==> src/rtl/pipeline_hazard_ctrl.sv <==
// ----------------------------------------------------------------------------
// pipeline_hazard_ctrl
//
// Hazard and forwarding controller for a classic 5-stage in-order pipeline.
// Decides, every cycle, which pipeline registers advance, which get cleared,
// and where the ALU operands in EX come from. It also tracks a stalled
// data-memory access, flags an access that never completes, and counts stall
// cycles for performance monitoring.
//
// Ports
//   clk, reset                    clock, asynchronous active-high reset
//   id_rs, id_rt, id_usesRt       source registers of the instruction in ID
//   ex_rs, ex_rt, ex_wba          ID/EX sources and write-back address
//   ex_regWen, ex_MemtoReg        ID/EX write enable and load flag
//   mem_wba, mem_regWen           EX/MEM write-back
//   wb_wba, wb_regWen             MEM/WB write-back
//   branch_taken                  EX resolved a taken branch or jump
//   mem_req, mem_ready            data-memory access in MEM and its completion
//   if_en .. memwb_en             pipeline register enables
//   ifid_flush, idex_flush        synchronous clears for IF/ID and ID/EX
//   fwdA, fwdB                    operand select: 00 regfile, 01 WB, 10 MEM
//   mem_timeout                   sticky: memory wait exceeded 255 cycles
//   stall_cycles                  saturating count of stalled cycles
// ----------------------------------------------------------------------------
module pipeline_hazard_ctrl (
    input  logic        clk,
    input  logic        reset,
    input  logic [4:0]  id_rs,
    input  logic [4:0]  id_rt,
    input  logic        id_usesRt,
    input  logic [4:0]  ex_rs,
    input  logic [4:0]  ex_rt,
    input  logic [4:0]  ex_wba,
    input  logic        ex_regWen,
    input  logic        ex_MemtoReg,
    input  logic [4:0]  mem_wba,
    input  logic        mem_regWen,
    input  logic [4:0]  wb_wba,
    input  logic        wb_regWen,
    input  logic        branch_taken,
    input  logic        mem_req,
    input  logic        mem_ready,
    output logic        if_en,
    output logic        ifid_en,
    output logic        idex_en,
    output logic        exmem_en,
    output logic        memwb_en,
    output logic        ifid_flush,
    output logic        idex_flush,
    output logic [1:0]  fwdA,
    output logic [1:0]  fwdB,
    output logic        mem_timeout,
    output logic [15:0] stall_cycles
);

    typedef enum logic {
        RUN      = 1'b0,
        MEM_WAIT = 1'b1
    } state_t;

    state_t      state_q, state_d;
    logic [7:0]  wait_cnt_q, wait_cnt_d;
    logic        mem_timeout_q, mem_timeout_d;
    logic [15:0] stall_cycles_q, stall_cycles_d;

    logic memhold;
    logic load_use;
    logic lu_stall;

    function automatic logic [7:0] sat_inc8(input logic [7:0] v);
        return (v == 8'hFF) ? v : v + 8'd1;
    endfunction

    function automatic logic [15:0] sat_inc16(input logic [15:0] v);
        return (v == 16'hFFFF) ? v : v + 16'd1;
    endfunction

    // Nearest producer wins: EX/MEM is younger than MEM/WB. Register 0 is
    // hard-wired zero, so a write to it never forwards.
    function automatic logic [1:0] fwd_sel(input logic [4:0] src,
                                           input logic [4:0] m_wba,
                                           input logic       m_wen,
                                           input logic [4:0] w_wba,
                                           input logic       w_wen);
        if (m_wen && (m_wba != 5'd0) && (m_wba == src))
            return 2'b10;
        else if (w_wen && (w_wba != 5'd0) && (w_wba == src))
            return 2'b01;
        else
            return 2'b00;
    endfunction

    always_comb begin
        memhold  = (state_q == MEM_WAIT) || (mem_req && !mem_ready);
        load_use = ex_MemtoReg && ex_regWen && (ex_wba != 5'd0) &&
                   ((ex_wba == id_rs) || (id_usesRt && (ex_wba == id_rt)));
        // A taken branch squashes the dependent instruction anyway, so the
        // load-use bubble is only inserted when no branch is redirecting.
        lu_stall = load_use && !memhold && !branch_taken;
    end

    // Combinational pipeline control. Reset forces every stage to hold and
    // both front registers to clear so the pipe comes out of reset empty.
    always_comb begin
        if_en      = 1'b1;
        ifid_en    = 1'b1;
        idex_en    = 1'b1;
        exmem_en   = 1'b1;
        memwb_en   = 1'b1;
        ifid_flush = 1'b0;
        idex_flush = 1'b0;
        fwdA       = 2'b00;
        fwdB       = 2'b00;
        if (reset) begin
            if_en      = 1'b0;
            ifid_en    = 1'b0;
            idex_en    = 1'b0;
            exmem_en   = 1'b0;
            memwb_en   = 1'b0;
            ifid_flush = 1'b1;
            idex_flush = 1'b1;
        end else begin
            fwdA = fwd_sel(ex_rs, mem_wba, mem_regWen, wb_wba, wb_regWen);
            fwdB = fwd_sel(ex_rt, mem_wba, mem_regWen, wb_wba, wb_regWen);
            if (memhold) begin
                // Freeze the whole pipe; flushing here would lose work.
                if_en    = 1'b0;
                ifid_en  = 1'b0;
                idex_en  = 1'b0;
                exmem_en = 1'b0;
                memwb_en = 1'b0;
            end else if (branch_taken) begin
                ifid_flush = 1'b1;
                idex_flush = 1'b1;
            end else if (load_use) begin
                // Hold PC and IF/ID, inject a bubble into ID/EX.
                if_en      = 1'b0;
                ifid_en    = 1'b0;
                idex_flush = 1'b1;
            end
        end
    end

    always_comb begin
        state_d        = state_q;
        wait_cnt_d     = wait_cnt_q;
        mem_timeout_d  = mem_timeout_q;
        stall_cycles_d = stall_cycles_q;
        case (state_q)
            RUN: begin
                // mem_ready without an outstanding request is meaningless.
                if (mem_req && !mem_ready) begin
                    state_d    = MEM_WAIT;
                    wait_cnt_d = 8'd1;
                end
            end
            MEM_WAIT: begin
                if (mem_ready) begin
                    state_d    = RUN;
                    wait_cnt_d = 8'd0;
                end else begin
                    wait_cnt_d = sat_inc8(wait_cnt_q);
                    // Keep waiting after a timeout; the flag only reports it.
                    if (wait_cnt_q == 8'hFF)
                        mem_timeout_d = 1'b1;
                end
            end
            default: begin
                state_d    = RUN;
                wait_cnt_d = 8'd0;
            end
        endcase
        if (memhold || lu_stall)
            stall_cycles_d = sat_inc16(stall_cycles_q);
    end

    always_ff @(posedge clk or posedge reset) begin
        if (reset) begin
            state_q        <= RUN;
            wait_cnt_q     <= 8'd0;
            mem_timeout_q  <= 1'b0;
            stall_cycles_q <= 16'd0;
        end else begin
            state_q        <= state_d;
            wait_cnt_q     <= wait_cnt_d;
            mem_timeout_q  <= mem_timeout_d;
            stall_cycles_q <= stall_cycles_d;
        end
    end

    assign mem_timeout  = mem_timeout_q;
    assign stall_cycles = stall_cycles_q;

endmodule

==> config.mk <==
export PLATFORM = sky130hd
export DESIGN_NAME = pipeline_hazard_ctrl
export DESIGN_NICKNAME = d
export VERILOG_FILES = /design/src/rtl/pipeline_hazard_ctrl.sv
export SDC_FILE = /design/constraint.sdc
export NUM_CORES = 1
export LEC_CHECK = 0
export BUFFER_PORTS_ARGS = -buffer_cell sky130_fd_sc_hd__buf_4
export CAP_MARGIN = 20
export CORE_AREA = 3 3 63 65
export CTS_CLUSTER_SIZE = 24
export DETAILED_ROUTE_END_ITERATION = 16
export DIE_AREA = 0 0 66 68
export PLACE_DENSITY = 0.86
export SLEW_MARGIN = 5
export SYNTH_ARGS = -nofsm -noshare
export SYNTH_HDL_FRONTEND = slang
export SYNTH_SLANG_ARGS = --single-unit
export TNS_END_PERCENT = 50
==> constraint.sdc <==
create_clock -name clk -period 3.2 [get_ports clk]
set_clock_uncertainty 0.2 [all_clocks]
set_input_delay 0.32 -clock clk [delete_from_list [all_inputs] [get_ports clk]]
set_output_delay 0.32 -clock clk [all_outputs]
set_load 0.01 [all_outputs]
== Word-level counts from Yosys, hierarchy flattened ==
Index checks and enable logic that the tools add are counted.

* Flip-flop bits (word level): 26
* Bits of input ports: 45
* Output and inout bits: 28
* Logic and storage cells: 70

* Add/sub/neg operators: 2
* Equal/unequal tests: 10
* Mux-type cells: 26
* Bitwise logic cells: 3
* Reductions and logical operators: 25

{| class="wikitable"
|+ Operator list
! operator !! count
|-
| $eq A5 B5 Y1 || 6
|-
| $mux W8 || 3
|-
| $mux W1 || 17
|-
| $add A16 B1 Y16 const B || 1
|-
| $eq A16 B16 Y1 const B || 1
|-
| $pmux W8 S2 || 1
|-
| $reduce_bool A5 Y1 || 3
|-
| $logic_and A1 B1 Y1 || 13
|-
| $add A8 B1 Y8 const B || 1
|-
| $eq A8 B8 Y1 const B || 1
|-
| $mux W2 || 4
|-
| $reduce_and A2 Y1 || 2
|-
| $logic_not A1 Y1 || 3
|-
| $logic_or A1 B1 Y1 || 3
|-
| $ne A3 B3 Y1 const B || 1
|-
| $not A1 Y1 || 3
|-
| $reduce_and A3 Y1 || 1
|-
| $ne A2 B2 Y1 const B || 1
|-
| $pmux W1 S2 || 1
|}

== Depth between registers and ports, before layout ==
Gate-level depths: netlist (run 1).

* Depth after elaboration: 8
* Depth in mapped cells: 8
* Mapped depth without buffers: 7

== Worst setup path after synthesis (run 1) ==
No wires, ideal clock.

* Kind: in2out
* From: in reset
* To: out fwdA[0]
* Arrival time: 1.981 ns
* Data required time: 2.680 ns
* Slack: 0.699 ns
* Stages: 4
* Buffers on the path: 0
* Cells stage by stage: inv_1 > o211ai_1 > or4_1 > nor4_1

* Longest elaborated chain between the ends: 1

{| class="wikitable"
|+ RTL lines
! item !! line !! RTL
|-
| from (decl) || 27 || <nowiki>input logic reset,</nowiki>
|-
| $mux W2 || 114 || <nowiki>if (reset) begin</nowiki>
|-
| to (decl) || 50 || <nowiki>output logic [1:0] fwdA,</nowiki>
|}

No other way between the ends.

== Worst setup path after layout (run 1) ==
Same ends and word-level chain as after synthesis.

==> results.cfg, run 1 <==
[run_status]
outcome = finished, final reports clean

[clock_tree]
worst_skew_late_latency_ps = 320
htree_levels = 1
cts-buffers-inserted = 3
cts.sink_count = 26
ctsRootBufferMaster = sky130_fd_sc_hd__clkbuf_4
clockBufferDepth = 2
tritoncts = built
path_clk_slew_ps = 140

[critical_path]
setup.worst_path.start_class = input port
crit_arrival_ps = 2110
worst-path-max-fanout = 5
worst_ep_required_time_ps = 2680
reg2regPathDepth = 7
reg2reg_setup_slack_ps = 710
crit_path_end_kind = output pin
criticalPathCategory = input port to output pin

[timing]
worst_slew_margin_rel_pct = 63.0
worst_slew_pin_slew_ps = 556
minimum_clock_period_after_layout_ps = 2630
rsz_0062_raised_after_global_routing = false
number_of_hold_violations_in_the_final_report = 0
final_min_period_over_clock_period_pct = 82.1
maxSlewViolCount = 0
fmax_mhz = 380
timing.setup.tns_ps = 0
report.final.setup_viol = 0

[synth]
count_of_different_cell_masters_after_synthesis = 35
synth.most_common_cell = sky130_fd_sc_hd__xor2_1
synth.yosys.seq_area_share_pct = 37.0
synth_cells = 193
synth.area.top_cells = sky130_fd_sc_hd__dfrtp_1 37%, sky130_fd_sc_hd__xor2_1 15%, sky130_fd_sc_hd__xnor2_1 8.0%
synth_seq_cells = 26
synth-main-ff-cell = sky130_fd_sc_hd__dfrtp_1
synth_top_area_share_pct = 37.0
postSynthNetCount = 240
postSynth.asyncResetShare_pct = 100
synth_commonest_cells = 30 x sky130_fd_sc_hd__xor2_1, 26 x sky130_fd_sc_hd__dfrtp_1, 18 x sky130_fd_sc_hd__nand2_1
synth.avg_cell_area_um2 = 9.11
ys.warnings.count = 0
synth_area_um2 = 1760
netlist.top_cell.by_area = sky130_fd_sc_hd__dfrtp_1
synth_edf_count = 0

[floorplan]
placement_rows = 21
die_area_um2 = 4490
die_x_um = 66
core-area_um2 = 3390
die_height_um = 68
initial_utilization_pct = 51.9
pin_count = 73

[layout]
drive_gt1_share_pct = 31.1
finish.instance_area_um2 = 2380
antenna_cells_inserted = 0
layout.nets = 315
n_fill_cell = 274
final_core_util_pct = 70.3
syn_to_final_growth_pct = 35.5

[global_routing]
grt_antenna_before_repair = 0
total_global_route_track_usage_pct = 17.3
first_global_vias = 1390
globalRouteOverflowTotal = 0
grt_pass1_wl_um = 6200
maximum_number_of_pins_on_one_net_before_global_route_repair = 28

[detailed_routing]
detail_route.wl_per_cell_um = 13.0
first_iter_violations = 85
drc = 0
postRouteAntennaNets = 0
detail_route.wirelength_um = 4060
drt_pass1_iterations = 4
count_of_vias_placed_by_the_detailed_router = 1625
drt-vias-per-instance = 5.19

[placement]
routabilityCongestion = 0.836
place.detailed.hpwl_um = 3240
place_area_um2 = 2330
port-buffer-count = 72

[hold_path]
hold_path.class = input port to register
hold-path-cell-count = 3

[power]
worst_ir_drop_vdd_uv = 403
power.static_leakage_nw = 1.14
powerDensity_nw_per_um2 = 423

[run]
cap_viol_max_count = 0
[through the flow]
stage / instances / worst slack (ps) / hold WS (ps) / power [W]
after floorplan: 193 / 699 / 174 / 0.000661
after global placement: 307 / 814 / 251 / 0.000842
after detailed placement: 307 / 794 / 257 / 0.000853
after CTS: 313 / 562 / 65.8 / 0.00102
after global routing: 313 / 466 / 106 / 0.00108
final: 313 / 572 / 69.2 / 0.00101
[what timing repair did]
action / 4_1_cts / 5_1_grt
hold buffers: 2 / 0
hold endpoints to repair: 27 / 0
setup buffers: 0 / 0
resized for setup: 0 / 0
[cells by family after synthesis]
logic type,count (synthesis),synth area share [%]
simple gates,82,24.9
xor+xnor,46,22.9
flops,26,37.0
compound gates,22,8.19
buf+inv,12,3.63
mux,3,1.92
fa+ha+maj,2,1.42
[registers in the layout, indices dropped and copies added (netlist names)]
register and count:
mem_timeout 1, stall_cycles 16, state_q 1, wait_cnt_q 8
[critical path: stages]
cell and delay (ps):
sky130_fd_sc_hd__dlygate4sd3_1 540, sky130_fd_sc_hd__buf_4 150, sky130_fd_sc_hd__inv_1 70, sky130_fd_sc_hd__o211ai_1 100, sky130_fd_sc_hd__or4_1 550, sky130_fd_sc_hd__nor4_1 200
sky130_fd_sc_hd__buf_4 170
[final timing paths]
check,from,to
setup / recovery,reset,fwdA[0]
hold / removal,mem_req,state_q
setup reg to reg,stall_cycles[0],stall_cycles[11]
hold reg to reg,mem_timeout,mem_timeout
max in group asynchronous,reset,stall_cycles[9]
min in group asynchronous,reset,stall_cycles[6]
[cells in the final DEF (no fill, tap or decap)]
| cell | instances |
|---|---|
| sky130_fd_sc_hd__a211o_1 | 2 |
| sky130_fd_sc_hd__mux2_2 | 3 |
| sky130_fd_sc_hd__a21oi_1 | 5 |
| sky130_fd_sc_hd__a21o_1 | 2 |
| sky130_fd_sc_hd__nor4_4 | 1 |
| sky130_fd_sc_hd__o21bai_1 | 1 |
| sky130_fd_sc_hd__nand3_1 | 8 |
| sky130_fd_sc_hd__nor4_1 | 9 |
| sky130_fd_sc_hd__nor2_1 | 15 |
| sky130_fd_sc_hd__nand2b_1 | 2 |
| sky130_fd_sc_hd__o2111ai_1 | 1 |
| sky130_fd_sc_hd__dfrtp_1 | 26 |
| sky130_fd_sc_hd__a31oi_1 | 1 |
| sky130_fd_sc_hd__ha_1 | 2 |
| sky130_fd_sc_hd__o211ai_1 | 1 |
| sky130_fd_sc_hd__o21a_1 | 1 |
| sky130_fd_sc_hd__a32oi_1 | 1 |
| sky130_fd_sc_hd__xnor2_1 | 16 |
| sky130_fd_sc_hd__dlygate4sd3_1 | 2 |
| sky130_fd_sc_hd__xor2_1 | 30 |
| sky130_fd_sc_hd__nand4_1 | 3 |
| sky130_fd_sc_hd__buf_4 | 73 |
| sky130_fd_sc_hd__and4_1 | 2 |
| sky130_fd_sc_hd__clkbuf_4 | 3 |
| sky130_fd_sc_hd__and3_1 | 4 |
| sky130_fd_sc_hd__a21bo_2 | 1 |
| sky130_fd_sc_hd__and2_1 | 2 |
| sky130_fd_sc_hd__or4b_2 | 1 |
| sky130_fd_sc_hd__nor3_1 | 10 |
| sky130_fd_sc_hd__or4_1 | 4 |
| sky130_fd_sc_hd__clkbuf_8 | 1 |
| sky130_fd_sc_hd__or3_1 | 2 |
| sky130_fd_sc_hd__o21ai_0 | 6 |
| sky130_fd_sc_hd__inv_1 | 7 |
| sky130_fd_sc_hd__nand2_1 | 18 |
| sky130_fd_sc_hd__and2b_1 | 1 |
[metal layers]
layer / GRT usage (%) / up-vias / routed length, um
met5: 0 / - / 0
met1: 23.4 / 772 / 1750
met3: 3.12 / 2 / 175
li1: - / 820 / -
met2: 29.4 / 31 / 2110
met4: 3.05 / 0 / 13
[layout make-up]
type	instances	area (um^2)	share of cell area [%]
sequential	26	651	27.3
multi-input combinational	155	1040	43.8
timing repair buffer	75	568	23.8
tap	46	57.6	2.42
clock buffer	4	36.3	1.52
inverter	7	26.3	1.10
[power by group]
group          internal (W)  switching, W
clock network     0.0000697     0.0000951
registers          0.000390     0.0000763
logic              0.000198      0.000179
Power figures use the tool's default switching activity.
==> run 2: changes to the inputs <==
--- a/config.mk
+++ b/config.mk
@@ -7,11 +7,11 @@
 export LEC_CHECK = 0
 export BUFFER_PORTS_ARGS = -buffer_cell sky130_fd_sc_hd__buf_4
 export CAP_MARGIN = 20
-export CORE_AREA = 3 3 63 65
+export CORE_AREA = 3 3 68 70
 export CTS_CLUSTER_SIZE = 24
 export DETAILED_ROUTE_END_ITERATION = 16
-export DIE_AREA = 0 0 66 68
-export PLACE_DENSITY = 0.86
+export DIE_AREA = 0 0 71 73
+export PLACE_DENSITY = 0.79
 export SLEW_MARGIN = 5
 export SYNTH_ARGS = -nofsm -noshare
 export SYNTH_HDL_FRONTEND = slang
==> constraint.sdc (replaced) <==
create_clock -name clk -period 2.33 [get_ports clk]
set_clock_uncertainty 0.2 [all_clocks]
set_input_delay 0.233 -clock clk [delete_from_list [all_inputs] [get_ports clk]]
set_output_delay 0.233 -clock clk [all_outputs]
set_load 0.01 [all_outputs]
==> results.cfg, run 2 (same netlist as run 1, synthesis figures left out) <==
[power]
overall_power_of_the_completed_layout_w = 0.00147
power.sequential.fraction_pct = 41.8
share_comb_of_total_power_pct = 41.6
p_switching_w = 0.000500
powerDensity_nw_per_um2 = 591
worst_ir_drop_vdd_uv = 656
clockPowerShare_pct = 16.6
p_sw_share_pct = 34.1
cellInternalPower_w = 0.000968
power.static_leakage_nw = 1.18

[layout]
syn_to_final_growth_pct = 41.3
n_fill_cell = 363
layout.cells.most_common = sky130_fd_sc_hd__buf_4
layout.nets = 323
largest_register_ff_count = 16
most-common-layout-cells = 80 x sky130_fd_sc_hd__buf_4, 30 x sky130_fd_sc_hd__xor2_1, 26 x sky130_fd_sc_hd__dfrtp_1, 17 x sky130_fd_sc_hd__nand2_1, 16 x sky130_fd_sc_hd__xnor2_1
antenna_cells_inserted = 0
drive_gt1_share_pct = 34.7

[timing]
report.final.setup_viol = 0
fmax_mhz = 457
hold_ws_ps = 50.8
number_of_hold_violations_in_the_final_report = 0
worst_slew_pin_slew_ps = 411
final_min_period_over_clock_period_pct = 94.0
timing.setup.tns_ps = 0
rsz_0062_raised_after_global_routing = false
maxSlewViolCount = 0
minimum_clock_period_after_layout_ps = 2190
worst_slew_margin_rel_pct = 72.5

[clock_tree]
worst_skew_late_latency_ps = 260
cts-buffers-inserted = 3
tritoncts = built
cts.sink_count = 26
path_clk_slew_ps = 80
postCtsSetupBuffers = 0
clockBufferDepth = 2
ctsRootBufferMaster = sky130_fd_sc_hd__clkbuf_8
htree_levels = 1

[floorplan]
die_height_um = 73
core-area_um2 = 4030
die_x_um = 71
placement_rows = 23
die_area_um2 = 5180
initial_utilization_pct = 43.6
pin_count = 73

[global_routing]
grt_pass1_wl_um = 7120
gr-usage-met1_pct = 20.7
grt_antenna_before_repair = 0
first_global_vias = 1612
grt_busiest_layer = met2
total_global_route_track_usage_pct = 16.6
met3_track_usage_gr_pct = 4.13
grtUsageMet2_pct = 29.1
globalRouteOverflowTotal = 0
maximum_number_of_pins_on_one_net_before_global_route_repair = 28

[critical_path]
reg2regPathDepth = 8
setup.worst_path.start_class = input port
worst_path_most_repeated_cell = sky130_fd_sc_hd__buf_4
timing.critical_path.slowest_stage_cell = sky130_fd_sc_hd__or4_1
critical_path.reg2reg.startpoint = stall_cycles[1]
cp.depth = 7
max_stage_delay_ps = 510
reg2reg_setup_slack_ps = 140
timing.critical_path.from = mem_wba[1]
critical_path.n_buffers_inverters = 3
crit_path_end_kind = output pin
worst_r2r_dst = stall_cycles[10]
cpLargestDelayFamily = simple AND/OR/NAND/NOR gates
worst-path-max-fanout = 4
crit_path_cell_trace = buf_4 -> or4_1 -> o21ai_0 -> buf_4 -> nor3_1 -> nor4_1 -> buf_4
worst_ep_required_time_ps = 1900
criticalPathCategory = input port to output pin
crit_arrival_ps = 1760

[detailed_routing]
detail_route.wirelength_um = 4520
postRouteAntennaNets = 0
drc = 0
first_iter_violations = 68
drt_pass1_iterations = 4
detail_route.wl_per_cell_um = 13.9
count_of_vias_placed_by_the_detailed_router = 1674
drt-vias-per-instance = 5.17

[placement]
port-buffer-count = 72
place.detailed.hpwl_um = 3600
routabilityCongestion = 0.834

[hold_path]
hold_path_startpoint = mem_req
hold-path-cell-count = 3
hold_path.class = input port to register
hold_end = state_q

[run]
cap_viol_max_count = 0

[run_status]
outcome = finished, final reports clean
run 2: metal layers:
layer / wire [um] / up-vias
li1: - / 833
met3: 232 / 4
met2: 2380 / 42
met5: 0 / -
met1: 1890 / 795
met4: 25 / 0
run 2: power by group through the flow:
| stage | clock network [W] | logic [W] | registers [W] |
|---|---|---|---|
| 5_1_grt | 0.000271 | 0.000670 | 0.000630 |
| 2_1_floorplan | 0 | 0.000240 | 0.000667 |
| 4_1_cts | 0.000258 | 0.000607 | 0.000614 |
| 3_5_place_dp | 0 | 0.000602 | 0.000622 |
| 3_3_place_gp | 0 | 0.000591 | 0.000619 |
| 6_report | 0.000244 | 0.000611 | 0.000614 |
run 2: timing repair:
| action | 4_1_cts | 5_1_grt |
|---|---|---|
| hold endpoints to repair | 27 | 0 |
| resized for setup | 0 | 9 |
| endpoints found under the setup margin | 0 | 12 |
| hold buffers | 2 | 0 |
run 2: tightest hold or removal path, delay by kind of cell:
family | cells | cell delay [ps]
buffers and inverters | 1 | 90
and+or+nand+nor | 2 | 140
run 2: worst max-delay path by stage:
stage                                   to  slack, ps
after floorplan                    fwdA[0]          3
after global placement    stall_cycles[10]        150
after detailed placement   stall_cycles[9]         50
after CTS                    wait_cnt_q[6]         20
after global routing            idex_flush         40
final                              fwdB[0]        140
run 2: metrics by stage:
| stage | util, % | area (um^2) | instances | setup WS [ps] |
|---|---|---|---|---|
| 2_1_floorplan | - | 1760 | 193 | 2.99 |
| 3_3_place_gp | 59.3 | 2390 | 319 | 150 |
| 3_5_place_dp | 59.3 | 2390 | 319 | 49.6 |
| 4_1_cts | 60.9 | 2450 | 324 | 19.2 |
| 5_1_grt | 61.6 | 2480 | 324 | 38.8 |
| 6_report | 61.6 | 2480 | 324 | 140 |
run 2: layout make-up:
class | instances | area, um^2 | share of cell area [%]
Clock buffer | 3 | 41.3 | 1.66
Inverter | 7 | 26.3 | 1.06
Multi-Input combinational cell | 155 | 1070 | 43.1
Sequential cell | 26 | 651 | 26.2
Tap cell | 50 | 62.6 | 2.52
Timing Repair Buffer | 83 | 632 | 25.4
==> run 3: changes to the inputs <==
--- a/config.mk
+++ b/config.mk
@@ -7,11 +7,12 @@
 export LEC_CHECK = 0
 export BUFFER_PORTS_ARGS = -buffer_cell sky130_fd_sc_hd__buf_4
 export CAP_MARGIN = 20
-export CORE_AREA = 3 3 68 70
+export CORE_AREA = 3 3 67 69
+export CTS_BUF_LIST = sky130_fd_sc_hd__clkbuf_4
 export CTS_CLUSTER_SIZE = 24
 export DETAILED_ROUTE_END_ITERATION = 16
-export DIE_AREA = 0 0 71 73
-export PLACE_DENSITY = 0.79
+export DIE_AREA = 0 0 70 72
+export PLACE_DENSITY = 0.81
 export SLEW_MARGIN = 5
 export SYNTH_ARGS = -nofsm -noshare
 export SYNTH_HDL_FRONTEND = slang
==> results.cfg, run 3 (same netlist as run 1, synthesis figures left out) <==
[power]
cellInternalPower_w = 0.00106
p_sw_share_pct = 33.0
worst_ir_drop_vdd_uv = 667
overall_power_of_the_completed_layout_w = 0.00159
share_comb_of_total_power_pct = 42.7
clockPowerShare_pct = 19.7
p_switching_w = 0.000525
power.sequential.fraction_pct = 37.6
powerDensity_nw_per_um2 = 623
power.static_leakage_nw = 1.23

[floorplan]
die_area_um2 = 5040
initial_utilization_pct = 44.3
placement_rows = 23
die_x_um = 70
die_height_um = 72
core-area_um2 = 3970
pin_count = 73

[layout]
finish.instance_area_um2 = 2550
layout.nets = 332
syn_to_final_growth_pct = 45.3
most-common-layout-cells = 88 x sky130_fd_sc_hd__buf_4, 30 x sky130_fd_sc_hd__xor2_1, 26 x sky130_fd_sc_hd__dfrtp_1, 18 x sky130_fd_sc_hd__nand2_1, 16 x sky130_fd_sc_hd__xnor2_1
layout.cells.most_common = sky130_fd_sc_hd__buf_4
antenna_cells_inserted = 0
largest_register_ff_count = 16
drive_gt1_share_pct = 35.6

[timing]
report.final.setup_viol = 0
fmax_mhz = 444
worst_slew_margin_rel_pct = 74.4
rsz_0062_raised_after_global_routing = true
final_min_period_over_clock_period_pct = 96.6
minimum_clock_period_after_layout_ps = 2250
worst_slew_pin_slew_ps = 383
maxSlewViolCount = 0
number_of_hold_violations_in_the_final_report = 0

[detailed_routing]
postRouteAntennaNets = 0
detail_route.wl_per_cell_um = 13.6
drt_pass1_iterations = 5
drt-vias-per-instance = 5.22
detail_route.wirelength_um = 4560
first_iter_violations = 86
count_of_vias_placed_by_the_detailed_router = 1742
drc = 0

[placement]
port-buffer-count = 72
place_area_um2 = 2440
routabilityCongestion = 0.935
place.detailed.hpwl_um = 3660

[clock_tree]
cts-buffers-inserted = 3
path_clk_slew_ps = 150
clockBufferDepth = 2
ctsRootBufferMaster = sky130_fd_sc_hd__clkbuf_4
cts.sink_count = 26
worst_skew_late_latency_ps = 320
tritoncts = built
htree_levels = 1
postCtsSetupBuffers = 0

[critical_path]
worst_r2r_dst = stall_cycles[11]
reg2reg_setup_slack_ps = 80
crit_path_end_kind = register
crit_arrival_ps = 2280
reg2regPathDepth = 7
worst_ep_required_time_ps = 2360
setup.worst_path.start_class = input port
worst-path-max-fanout = 5
critical_path.reg2reg.startpoint = stall_cycles[0]
criticalPathCategory = input port to register

[hold_path]
hold_end = wait_cnt_q[5]
hold-path-cell-count = 4
hold_path.class = input port to register
hold_path_startpoint = mem_req

[global_routing]
grt_pass1_wl_um = 7470
first_global_vias = 1716
globalRouteOverflowTotal = 0
total_global_route_track_usage_pct = 17.9
maximum_number_of_pins_on_one_net_before_global_route_repair = 27
grt_antenna_before_repair = 0

[run]
cap_viol_max_count = 0

[run_status]
outcome = finished, final reports clean
## run 3: cell count changes in the layout (fill, tap and decap cells not counted), sizes merged
cell         before  now
dlygate4sd3       2    3
bufinv            0    1
buf              81   89
## run 3: what timing repair did
action / CTS / global route
hold buffers: 4 / 0
endpoints found under the hold margin: 27 / 0
setup endpoints to repair: 0 / 11
gates resized for setup: 0 / 3
## run 3: worst max-delay path, stage by stage
cell	delay, ps
sky130_fd_sc_hd__dlygate4sd3_1	530
sky130_fd_sc_hd__buf_4	150
sky130_fd_sc_hd__and2b_1	230
sky130_fd_sc_hd__or4b_2	680
sky130_fd_sc_hd__nand2_1	190
sky130_fd_sc_hd__nor3_1	80
sky130_fd_sc_hd__xnor2_1	140
sky130_fd_sc_hd__nor2_1	50
## run 3: area by class of cell
| type | count | area (um^2) |
|---|---|---|
| Tap cell | 50 | 62.6 |
| Sequential cell | 26 | 651 |
| Fill cell | 347 | 1420 |
| Inverter | 7 | 26.3 |
| Timing Repair Buffer | 92 | 711 |
| Multi-Input combinational cell | 155 | 1050 |
| Clock buffer | 3 | 22.5 |
| Clock inverter | 1 | 30.0 |
## run 3: how the worst max path moves through the flow
stage	from	cells past startpoint	endpoint	slack, ps
finish	mem_ready	8	wait_cnt_q[6]	80
global route	stall_cycles[0]	7	stall_cycles[13]	-60
CTS	stall_cycles[1]	7	stall_cycles[1]	20
detailed placement	stall_cycles[1]	7	stall_cycles[1]	50
global placement	stall_cycles[0]	8	stall_cycles[5]	110
floorplan	reset	4	fwdA[0]	3
## run 3: per-layer routing
metal  wire length, um  global-route usage, %  up-vias
met3               226                   3.32        8
met2              2380                   31.4       42
met4                87                   5.74        0
met5                 0                      0        -
met1              1870                   22.3      828
li1                  -                      -      864
## run 3: power groups by stage
stage / clock network [W] / registers [W] / logic, W
4_1_cts: 0.000319 / 0.000599 / 0.000682
5_1_grt: 0.000334 / 0.000611 / 0.000744
3_5_place_dp: 0 / 0.000606 / 0.000671
2_1_floorplan: 0 / 0.000667 / 0.000240
6_report: 0.000313 / 0.000598 / 0.000679
3_3_place_gp: 0 / 0.000599 / 0.000653
## run 3: per-stage QoR
step | utilization, % | cells | setup TNS (ps) | hold WS (ps) | setup WS (ps)
2_1_floorplan | - | 193 | 0 | 87.4 | 2.99
3_3_place_gp | 61.5 | 326 | 0 | 200 | 113
3_5_place_dp | 61.5 | 326 | 0 | 206 | 45.7
4_1_cts | 64.1 | 334 | 0 | 61.0 | 16.6
5_1_grt | 64.3 | 334 | -159 | 81.4 | -62.8
6_report | 64.3 | 334 | 0 | 67.9 | 78.2
